**src/rtl/shared_buf_arbiter_if.sv**
```systemverilog
// Bundle between N write requesters, one reader and the shared syn_fifo.
// slave is the arbiter view; master is the requester/FIFO environment view.
interface shared_buf_arbiter_if #(
    parameter int unsigned N_PORTS = 4,
    parameter int unsigned DATA_W  = 4,
    parameter int unsigned DEPTH   = 16,
    parameter int unsigned LVL_W   = $clog2(DEPTH) + 1
);
    logic [N_PORTS-1:0]        wr_req;
    logic [N_PORTS*DATA_W-1:0] wr_data;
    logic [N_PORTS-1:0]        wr_ack;
    logic                      rd_req;
    logic                      rd_ack;
    logic                      rd_valid;
    logic [DATA_W-1:0]         rd_data;
    logic                      fifo_wr_en;
    logic [DATA_W-1:0]         fifo_data_in;
    logic                      fifo_full;
    logic                      fifo_rd_en;
    logic [DATA_W-1:0]         fifo_data_out;
    logic                      fifo_empty;
    logic [N_PORTS-1:0]        gnt;
    logic [LVL_W-1:0]          level;
    logic                      almost_full;
    logic                      ovf_err;

    modport slave (
        input  wr_req, wr_data, rd_req, fifo_full, fifo_data_out, fifo_empty,
        output wr_ack, rd_ack, rd_valid, rd_data, fifo_wr_en, fifo_data_in, fifo_rd_en,
               gnt, level, almost_full, ovf_err
    );

    modport master (
        output wr_req, wr_data, rd_req, fifo_full, fifo_data_out, fifo_empty,
        input  wr_ack, rd_ack, rd_valid, rd_data, fifo_wr_en, fifo_data_in, fifo_rd_en,
               gnt, level, almost_full, ovf_err
    );
endinterface

```
**src/rtl/shared_buf_arbiter.sv**
```systemverilog
// Round-robin burst arbiter sharing one syn_fifo among N_PORTS writers, with a
// req/valid read wrapper and occupancy / almost-full / overflow tracking.
module shared_buf_arbiter #(
    parameter int unsigned N_PORTS   = 4,
    parameter int unsigned DATA_W    = 4,
    parameter int unsigned DEPTH     = 16,
    parameter int unsigned MAX_BURST = 4,
    parameter int unsigned AF_MARGIN = 2
) (
    input  logic                clk,
    input  logic                rst_n,
    shared_buf_arbiter_if.slave bus
);
    localparam int unsigned LVL_W = $clog2(DEPTH) + 1;
    localparam int unsigned PTR_W = $clog2(N_PORTS);
    localparam int unsigned CNT_W = $clog2(MAX_BURST + 1);

    localparam logic [0:0] StIdle  = 1'b0;
    localparam logic [0:0] StBurst = 1'b1;

    logic [0:0]        state_q, state_d;
    logic [PTR_W-1:0]  gnt_idx_q, gnt_idx_d;
    logic [PTR_W-1:0]  rr_ptr_q, rr_ptr_d;
    logic [CNT_W-1:0]  burst_cnt_q, burst_cnt_d;
    logic [LVL_W-1:0]  level_q, level_d;
    logic              rd_valid_q, rd_valid_d;
    logic [DATA_W-1:0] rd_data_q, rd_data_d;
    logic              ovf_q, ovf_d;

    logic              wr_en;
    logic              rd_en;
    logic              pick_found;
    logic [PTR_W-1:0]  pick_idx;
    logic [PTR_W-1:0]  rr_next;

    // First requester at or after rr_ptr, scanning cyclically.
    always_comb begin
        pick_found = 1'b0;
        pick_idx   = rr_ptr_q;
        for (int unsigned k = 0; k < N_PORTS; k++) begin
            if (!pick_found && bus.wr_req[(32'(rr_ptr_q) + k) % N_PORTS]) begin
                pick_found = 1'b1;
                pick_idx   = PTR_W'((32'(rr_ptr_q) + k) % N_PORTS);
            end
        end
    end

    always_comb begin
        wr_en = (state_q == StBurst) && bus.wr_req[gnt_idx_q] && !bus.fifo_full;
        rd_en = bus.rd_req && !bus.fifo_empty;
        rr_next = (gnt_idx_q == PTR_W'(N_PORTS - 1)) ? '0 : gnt_idx_q + PTR_W'(1);

        bus.gnt          = (state_q == StBurst) ? (N_PORTS'(1) << gnt_idx_q) : '0;
        bus.wr_ack       = wr_en ? bus.gnt : '0;
        bus.fifo_wr_en   = wr_en;
        bus.fifo_data_in = (state_q == StBurst) ? bus.wr_data[gnt_idx_q*DATA_W +: DATA_W] : '0;
        bus.fifo_rd_en   = rd_en;
        bus.rd_ack       = rd_en;
        bus.rd_valid     = rd_valid_q;
        // syn_fifo already registers data_out on rd_en, so pass it through while valid
        // and hold the last word afterwards.
        bus.rd_data      = rd_valid_q ? bus.fifo_data_out : rd_data_q;
        bus.level        = level_q;
        bus.almost_full  = level_q >= LVL_W'(DEPTH - AF_MARGIN);
        bus.ovf_err      = ovf_q;
    end

    always_comb begin
        state_d     = state_q;
        gnt_idx_d   = gnt_idx_q;
        rr_ptr_d    = rr_ptr_q;
        burst_cnt_d = burst_cnt_q;
        case (state_q)
            StIdle: begin
                if (pick_found) begin
                    state_d     = StBurst;
                    gnt_idx_d   = pick_idx;
                    burst_cnt_d = '0;
                end
            end
            default: begin
                // A full FIFO only stalls; rotation happens on release or burst limit.
                if (!bus.wr_req[gnt_idx_q] ||
                    (wr_en && burst_cnt_q == CNT_W'(MAX_BURST - 1))) begin
                    state_d  = StIdle;
                    rr_ptr_d = rr_next;
                end else if (wr_en) begin
                    burst_cnt_d = burst_cnt_q + CNT_W'(1);
                end
            end
        endcase
    end

    always_comb begin
        level_d    = level_q;
        ovf_d      = ovf_q;
        rd_valid_d = rd_en;
        rd_data_d  = rd_valid_q ? bus.fifo_data_out : rd_data_q;
        if (wr_en && !rd_en && level_q != LVL_W'(DEPTH)) begin
            level_d = level_q + LVL_W'(1);
        end else if (rd_en && !wr_en && level_q != '0) begin
            level_d = level_q - LVL_W'(1);
        end
        if ((wr_en && !rd_en && level_q == LVL_W'(DEPTH)) || (rd_en && level_q == '0)) begin
            ovf_d = 1'b1;
        end
    end

    always_ff @(posedge clk or negedge rst_n) begin
        if (!rst_n) begin
            state_q     <= StIdle;
            gnt_idx_q   <= '0;
            rr_ptr_q    <= '0;
            burst_cnt_q <= '0;
            level_q     <= '0;
            rd_valid_q  <= 1'b0;
            rd_data_q   <= '0;
            ovf_q       <= 1'b0;
        end else begin
            state_q     <= state_d;
            gnt_idx_q   <= gnt_idx_d;
            rr_ptr_q    <= rr_ptr_d;
            burst_cnt_q <= burst_cnt_d;
            level_q     <= level_d;
            rd_valid_q  <= rd_valid_d;
            rd_data_q   <= rd_data_d;
            ovf_q       <= ovf_d;
        end
    end
endmodule
```
**src/flat_wrapper.sv**
```systemverilog
// flat-port wrapper written by rule: the top's interface ports become plain ports
module shared_buf_arbiter_flat 
#(
    parameter int unsigned N_PORTS   = 4,
    parameter int unsigned DATA_W    = 4,
    parameter int unsigned DEPTH     = 16,
    parameter int unsigned MAX_BURST = 4,
    parameter int unsigned AF_MARGIN = 2
)
  (clk, rst_n, bus_wr_req, bus_wr_data, bus_rd_req, bus_fifo_full, bus_fifo_data_out, bus_fifo_empty, bus_wr_ack, bus_rd_ack, bus_rd_valid, bus_rd_data, bus_fifo_wr_en, bus_fifo_data_in, bus_fifo_rd_en, bus_gnt, bus_level, bus_almost_full, bus_ovf_err);
  shared_buf_arbiter_if #(.N_PORTS(N_PORTS), .DATA_W(DATA_W), .DEPTH(DEPTH)) bus_i ();
  input  logic clk;
  input  logic rst_n;
  input wire logic [$bits(bus_i.wr_req)-1:0] bus_wr_req;
  input wire logic [$bits(bus_i.wr_data)-1:0] bus_wr_data;
  input wire logic [$bits(bus_i.rd_req)-1:0] bus_rd_req;
  input wire logic [$bits(bus_i.fifo_full)-1:0] bus_fifo_full;
  input wire logic [$bits(bus_i.fifo_data_out)-1:0] bus_fifo_data_out;
  input wire logic [$bits(bus_i.fifo_empty)-1:0] bus_fifo_empty;
  output wire logic [$bits(bus_i.wr_ack)-1:0] bus_wr_ack;
  output wire logic [$bits(bus_i.rd_ack)-1:0] bus_rd_ack;
  output wire logic [$bits(bus_i.rd_valid)-1:0] bus_rd_valid;
  output wire logic [$bits(bus_i.rd_data)-1:0] bus_rd_data;
  output wire logic [$bits(bus_i.fifo_wr_en)-1:0] bus_fifo_wr_en;
  output wire logic [$bits(bus_i.fifo_data_in)-1:0] bus_fifo_data_in;
  output wire logic [$bits(bus_i.fifo_rd_en)-1:0] bus_fifo_rd_en;
  output wire logic [$bits(bus_i.gnt)-1:0] bus_gnt;
  output wire logic [$bits(bus_i.level)-1:0] bus_level;
  output wire logic [$bits(bus_i.almost_full)-1:0] bus_almost_full;
  output wire logic [$bits(bus_i.ovf_err)-1:0] bus_ovf_err;
  assign bus_i.wr_req = bus_wr_req;
  assign bus_i.wr_data = bus_wr_data;
  assign bus_i.rd_req = bus_rd_req;
  assign bus_i.fifo_full = bus_fifo_full;
  assign bus_i.fifo_data_out = bus_fifo_data_out;
  assign bus_i.fifo_empty = bus_fifo_empty;
  assign bus_wr_ack = bus_i.wr_ack;
  assign bus_rd_ack = bus_i.rd_ack;
  assign bus_rd_valid = bus_i.rd_valid;
  assign bus_rd_data = bus_i.rd_data;
  assign bus_fifo_wr_en = bus_i.fifo_wr_en;
  assign bus_fifo_data_in = bus_i.fifo_data_in;
  assign bus_fifo_rd_en = bus_i.fifo_rd_en;
  assign bus_gnt = bus_i.gnt;
  assign bus_level = bus_i.level;
  assign bus_almost_full = bus_i.almost_full;
  assign bus_ovf_err = bus_i.ovf_err;
  shared_buf_arbiter #(.N_PORTS(N_PORTS), .DATA_W(DATA_W), .DEPTH(DEPTH), .MAX_BURST(MAX_BURST), .AF_MARGIN(AF_MARGIN)) u_core (.clk(clk), .rst_n(rst_n), .bus(bus_i));
endmodule
```
**config.mk**
```make
export PLATFORM = sky130hd
export DESIGN_NAME = shared_buf_arbiter_flat
export DESIGN_NICKNAME = d
export VERILOG_FILES = /design/src/rtl/shared_buf_arbiter_if.sv /design/src/rtl/shared_buf_arbiter.sv /design/src/flat_wrapper.sv
export SDC_FILE = /design/constraint.sdc
export NUM_CORES = 1
export LEC_CHECK = 0
export ABC_AREA = 1
export BUFFER_PORTS_ARGS = -buffer_cell sky130_fd_sc_hd__buf_4
export CORE_UTILIZATION = 50
export CTS_CLUSTER_SIZE = 40
export DETAILED_ROUTE_END_ITERATION = 8
export GPL_ROUTABILITY_DRIVEN = 0
export HOLD_SLACK_MARGIN = 0.08
export PLACE_DENSITY = 0.8
export SLEW_MARGIN = 20
export SYNTH_ARGS = -nofsm -noshare
export SYNTH_HDL_FRONTEND = slang
export SYNTH_SLANG_ARGS = --single-unit
```
**constraint.sdc**
```tcl
create_clock -name clk -period 2.6 [get_ports clk]
set_clock_uncertainty 0.05 [all_clocks]
set_input_delay 0.65 -clock clk [delete_from_list [all_inputs] [get_ports clk]]
set_output_delay 0.65 -clock clk [all_outputs]
set_load 0.05 [all_outputs]
```
Word level (Yosys, flattened, before mapping)

Index checks and enable logic that the tools add are counted.

Shift operators: 2
Eq/ne operators: 6
Bitwise operators: 1
$add $sub $neg: 7
Reduce and logical (&&, ||, !) cells: 30
Muxes and demuxes: 31
Order comparisons: 6

Operators by type and width:

| operator            | count |
|---|---|
| $mux 4              | 4 |
| $shiftx 16x5->4     | 1 |
| $lt 2x3->1 const B  | 5 |
| $logic_and 1x1->1   | 13 |
| $mux 1              | 12 |
| $mux 3              | 4 |
| $bmux 1 s2          | 5 |
| $mux 5              | 2 |
| $logic_not 1->1     | 8 |
| $mux 2              | 4 |
| $add 5x1->5 const B | 1 |
| $eq 5x5->1 const B  | 1 |
| $ge 5x4->1 const B  | 1 |
| $logic_not 5->1     | 1 |
| $ne 5x5->1 const B  | 1 |
| $reduce_bool 5->1   | 1 |
| $sub 5x1->5 const B | 1 |
| $add 2x1->2 const B | 2 |
| $add 2x2->2 const B | 2 |
| $ne 2x2->1 const B  | 2 |
| $reduce_and 2->1    | 2 |
| $reduce_bool 2->1   | 2 |
| $shl 1x2->4 const A | 1 |
| $add 3x1->3 const B | 1 |
| 5 further kinds     | 6 |

Output and inout port bits: 27
Bits in registers: 19
Bits of input ports: 29
Word-level logic and storage cells: 91

Longest topological paths before layout

Depth after elaboration: 14
Gate-level depth with buffers: 14
Gate-level depth less buffers: 14

Least setup slack after synthesis

No wires, ideal clock.

Path kind: input to register
Start point: in bus_rd_req
End point: reg u_core.level_q[4] (netlist: u_core.bus.level[4])
Slack: -324 ps
Setup time: 118 ps
Buffers on the path: 0
Stages: 12
Arrival time: 2,755 ps
Data required time: 2,432 ps
Path through: inv_1 nor2_1 inv_1 nand3b_4 ha_1 a21o_1 a31oi_1 inv_1 nand2_1 nand2_1 nand2_1 nand2_1

Word-level cells in the longest chain between the ends: 5
Elaborated cells between the ends (all ways): 8
Those cells by class: mux (1); reduce/logical (7)

RTL lines:

| item                                               | RTL line                  | RTL |
|---|---|---|
| from (decl)                                        | flat_wrapper.sv:16        | `input wire logic [$bits(bus_i.rd_req)-1:0] bus_rd_req;` |
| $logic_and 1x1->1 (*)                              | shared_buf_arbiter.sv:50  | `rd_en = bus.rd_req && !bus.fifo_empty;` |
| net bus_fifo_rd_en                                 | flat_wrapper.sv:26        | `output wire logic [$bits(bus_i.fifo_rd_en)-1:0] bus_fifo_rd_en;` |
| $logic_not 1->1                                    | shared_buf_arbiter.sv:99  | `if (wr_en && !rd_en && level_q != LVL_W'(DEPTH)) begin` |
| $logic_and 1x1->1 (2 in series)                    | shared_buf_arbiter.sv:99  |  |
| $mux 5 / $reduce_bool 2->1 (equally long branches) | -                         |  |
| to (signal assigned)                               | shared_buf_arbiter.sv:124 | `level_q <= level_d;` |
| to (decl)                                          | shared_buf_arbiter.sv:25  | `logic [LVL_W-1:0] level_q, level_d;` |

Mark *: on every way through the listed nets, which the timed path passes. The rest lies on a longest branch.
A chain may end at the register's enable or synchronous reset.

Final worst setup path

Start point: reg u_core.gnt_idx_q[0]
End point: out bus_wr_ack[3]

Word-level cells in the longest chain between the ends: 5
Elaborated cells between the ends (all ways): 7
Those cells by class: shift (1); mux (4); reduce/logical (2)

RTL lines:

| item                            | RTL line                  | RTL |
|---|---|---|
| from (decl)                     | shared_buf_arbiter.sv:22  | `logic [PTR_W-1:0] gnt_idx_q, gnt_idx_d;` |
| from (signal assigned)          | shared_buf_arbiter.sv:121 | `gnt_idx_q <= gnt_idx_d;` |
| $bmux 1 s2                      | shared_buf_arbiter.sv:49  | `wr_en = (state_q == StBurst) && bus.wr_req[gnt_idx_q] && !bus.fifo_full;` |
| $mux 1 (not written as such)    | shared_buf_arbiter.sv:49  |  |
| $logic_and 1x1->1 (2 in series) | shared_buf_arbiter.sv:49  |  |
| $mux 4 (*)                      | shared_buf_arbiter.sv:54  | `bus.wr_ack = wr_en ? bus.gnt : '0;` |
| to (decl)                       | flat_wrapper.sv:20        | `output wire logic [$bits(bus_i.wr_ack)-1:0] bus_wr_ack;` |

Mark *: on every way between the ends. The rest lies on a longest branch, timed or not. The select of a mux whose other input is x is not followed.

==> results.ini <==
[clock_network]
postCtsSetupRepairBufs=0
cts_root_buf=clkbuf_4
cts_buffers=3
hold_buffers=0
cts-resized-gates=0
clock_sinks=19
htree_num_levels=1
clk_latency_ns=0.30
cts_tree=built
cts_buffer_depth=2
clk_pin_slew_ns=0.12

[timing]
finalCritPeriodShare_pct=88.7
finalCriticalPeriod_ns=2.31
worst_slew_pin_slew_ns=0.424
fmax_ghz=0.434
finalWorstSetupSlack_ns=0.295
final-setup-viol-count=0
hold_viol_final=0
drv_slew=0
tns_ns=0
slew_headroom_pct=71.7
rsz0062_at_grt=false

[yosys]
syn-instance-count=235
yosysUniqueCellTypes=33
syn_area_per_cell_um2=6.90
synth_compound_area_share_pct=9.18
synth-seq-area-share_pct=29.3
synth-xor-area-share_pct=2.08
synth_nets=275
synth_area_mm2=0.00162
synthSimpleGateAreaFrac_pct=38.0
muxShareOfSynthArea_pct=2.78
yosys_warnings=0
synth_top_family_by_area=simple AND/OR/NAND/NOR gates
synth-seq-cells=19
synthAdderAreaFrac_pct=8.95

[worst_setup_path]
worstPathArrival_ns=1.61
r2r_slack_ns=0.41
cp-end-kind=output port
r2r-end=u_core.bus.level[4]$_DFFE_PN0P_
startpoint_type=register
reg2regPathDepth=12
regToRegStartpoint=u_core.state_q$_DFF_PN0_
worst-path-max-fanout=7
path_class=register to output port
crit_required_ns=1.90

[global_routing]
grt_start_max_net_pins=20
grt_pass1_wl_um=6280
grt_pass1_vias=1535
antenna_found_initial=0
grt-ovfl-total=0
grtUsageTotal_pct=23.1

[drt]
num_vias=1663
drt-pass1-iter-count=4
drtIter0Drc=121
postRouteWirelength_um=3780
wl_per_cell_um=11.2
antenna_left=0
via_per_inst=4.92
drc_errors=0

[layout]
ff_latch_area_um2=475
final_common_cell=nand2_1
most-common-layout-cells=nand2_1 (67), buf_4 (61), nor2_1 (29)
final_util_pct=69.5
antenna_cells=0
multiInputGateArea_um2=996
drive_gt1_share_pct=30.6
area.growth.synth_to_final_pct=30.9
nNetsFinal=335
fin_cells=338
nFillCells=286

[placement]
dpl.hpwl_um=2990
io_buffers=55
pre_cts_slack_ns=0.185
dp.cells=334

[run]
drv_cap=0

[pwr]
ir_worst_vdd_uv=721
p_leak_nw=1.18
power_w=0.00284
power_density_mw_per_mm2=1340

[min_path]
min_path_type=input port to async pin

[die]
coreArea_mm2=0.00305
fp.dieH_um=59.0
dieArea_mm2=0.00348
initial_utilization_pct=53.1
io_pins=56
num_rows=20
die_w_um=59.0

[outcome]
outcome=finished clean

-- routing by layer --
layer	global-route usage, %	vias to the layer above	routed length, µm
met5	0	-	0
met4	6.80	0	12
met3	4.40	2	298
met2	40.4	56	1760
met1	28.9	746	1710
li1	-	859	-
-- per-stage QoR --
step | hold slack, ns | area [µm²]
after global placement | 0.416 | 2100
after global routing | 0.157 | 2120
final | 0.145 | 2120
after detailed placement | 0.424 | 2100
after floorplan | 0.304 | 1630
after CTS | 0.157 | 2120
-- critical path: stages (launching register included) --
cell     delay (ns)
dfrtp_1        0.44
inv_1          0.11
nand2_1        0.06
nand3_1        0.08
and2_1         0.17
nand2_2        0.13
nor2_1         0.12
buf_4          0.20
-- where the power goes --
group / total (W) / internal, W / switching, W / leakage [nW]
combinational: 0.00213 / 0.000717 / 0.00141 / 0.936
clock: 0.000152 / 0.0000597 / 0.0000928 / 0.0150
sequential: 0.000559 / 0.000408 / 0.000151 / 0.230
-- state kept, by name, indices dropped and copies added (netlist names) --
name                 cells
u_core.rr_ptr_q          2
u_core.burst_cnt_q       3
u_core.bus.level         5
u_core.state_q           1
u_core.gnt_idx_q         2
u_core.bus.ovf_err       1
u_core.rd_data_q         4
u_core.bus.rd_valid      1
-- kinds of logic (layout without fill, tap and decap cells) --
| logic type | Yosys count | in the layout |
|---|---|---|
| compound gates | 27 | 27 |
| fa+ha+maj | 11 | 11 |
| simple gates | 135 | 135 |
| xor+xnor | 3 | 3 |
| mux | 4 | 4 |
| flops | 19 | 19 |
| buf+inv | 36 | 95 |
-- worst max path at each step --
stage	startpoint	end	slack, ns	depth (start not counted)
after global placement	bus_wr_req[3]	u_core.bus.level[4]$_DFFE_PN0P_	0.26	13
after CTS	u_core.gnt_idx_q[0]$_DFFE_PN0P_	bus_wr_ack[3]	0.29	7
after detailed placement	bus_fifo_full	u_core.bus.level[4]$_DFFE_PN0P_	0.18	12
after global routing	u_core.gnt_idx_q[0]$_DFFE_PN0P_	bus_wr_ack[1]	0.14	7
after floorplan	bus_rd_req	u_core.bus.level[4]$_DFFE_PN0P_	0.04	12
final	u_core.gnt_idx_q[0]$_DFFE_PN0P_	bus_wr_ack[3]	0.29	7
-- synthesized netlist by cell type --
master	count	area (µm²)
a21o_1	1	7.51
a21oi_1	5	25.0
a21oi_2	2	17.5
a31oi_1	1	6.26
and2_1	1	6.26
and3_1	1	6.26
buf_4	4	30.0
buf_6	1	11.3
clkbuf_1	1	3.75
dfrtp_1	19	475
fa_1	1	20.0
ha_1	10	125
inv_1	25	93.8
inv_2	5	18.8
mux2_2	4	45.0
nand2_1	67	251
nand2_2	3	18.8
nand2_4	2	22.5
nand3_1	22	110
nand3_2	2	20.0
nand3b_1	1	7.51
nand3b_4	1	20.0
nand4_1	1	6.26
nor2_1	30	113
nor2_2	2	12.5
nor2_4	1	11.3
nor3_2	1	10.0
o21ai_0	15	75.1
o21ai_1	2	10.0
o31ai_1	1	7.51
xnor2_1	1	8.76
xor2_1	1	8.76
xor2_2	1	16.3
-- final cells by class --
class	instances	area share (%)
inverter	30	5.30
timing repair buffer	61	21.6
multi-input combinational	180	46.9
sequential	19	22.4
tap	44	2.59
clock buffer	4	1.24
Power figures use the tool's default switching activity.
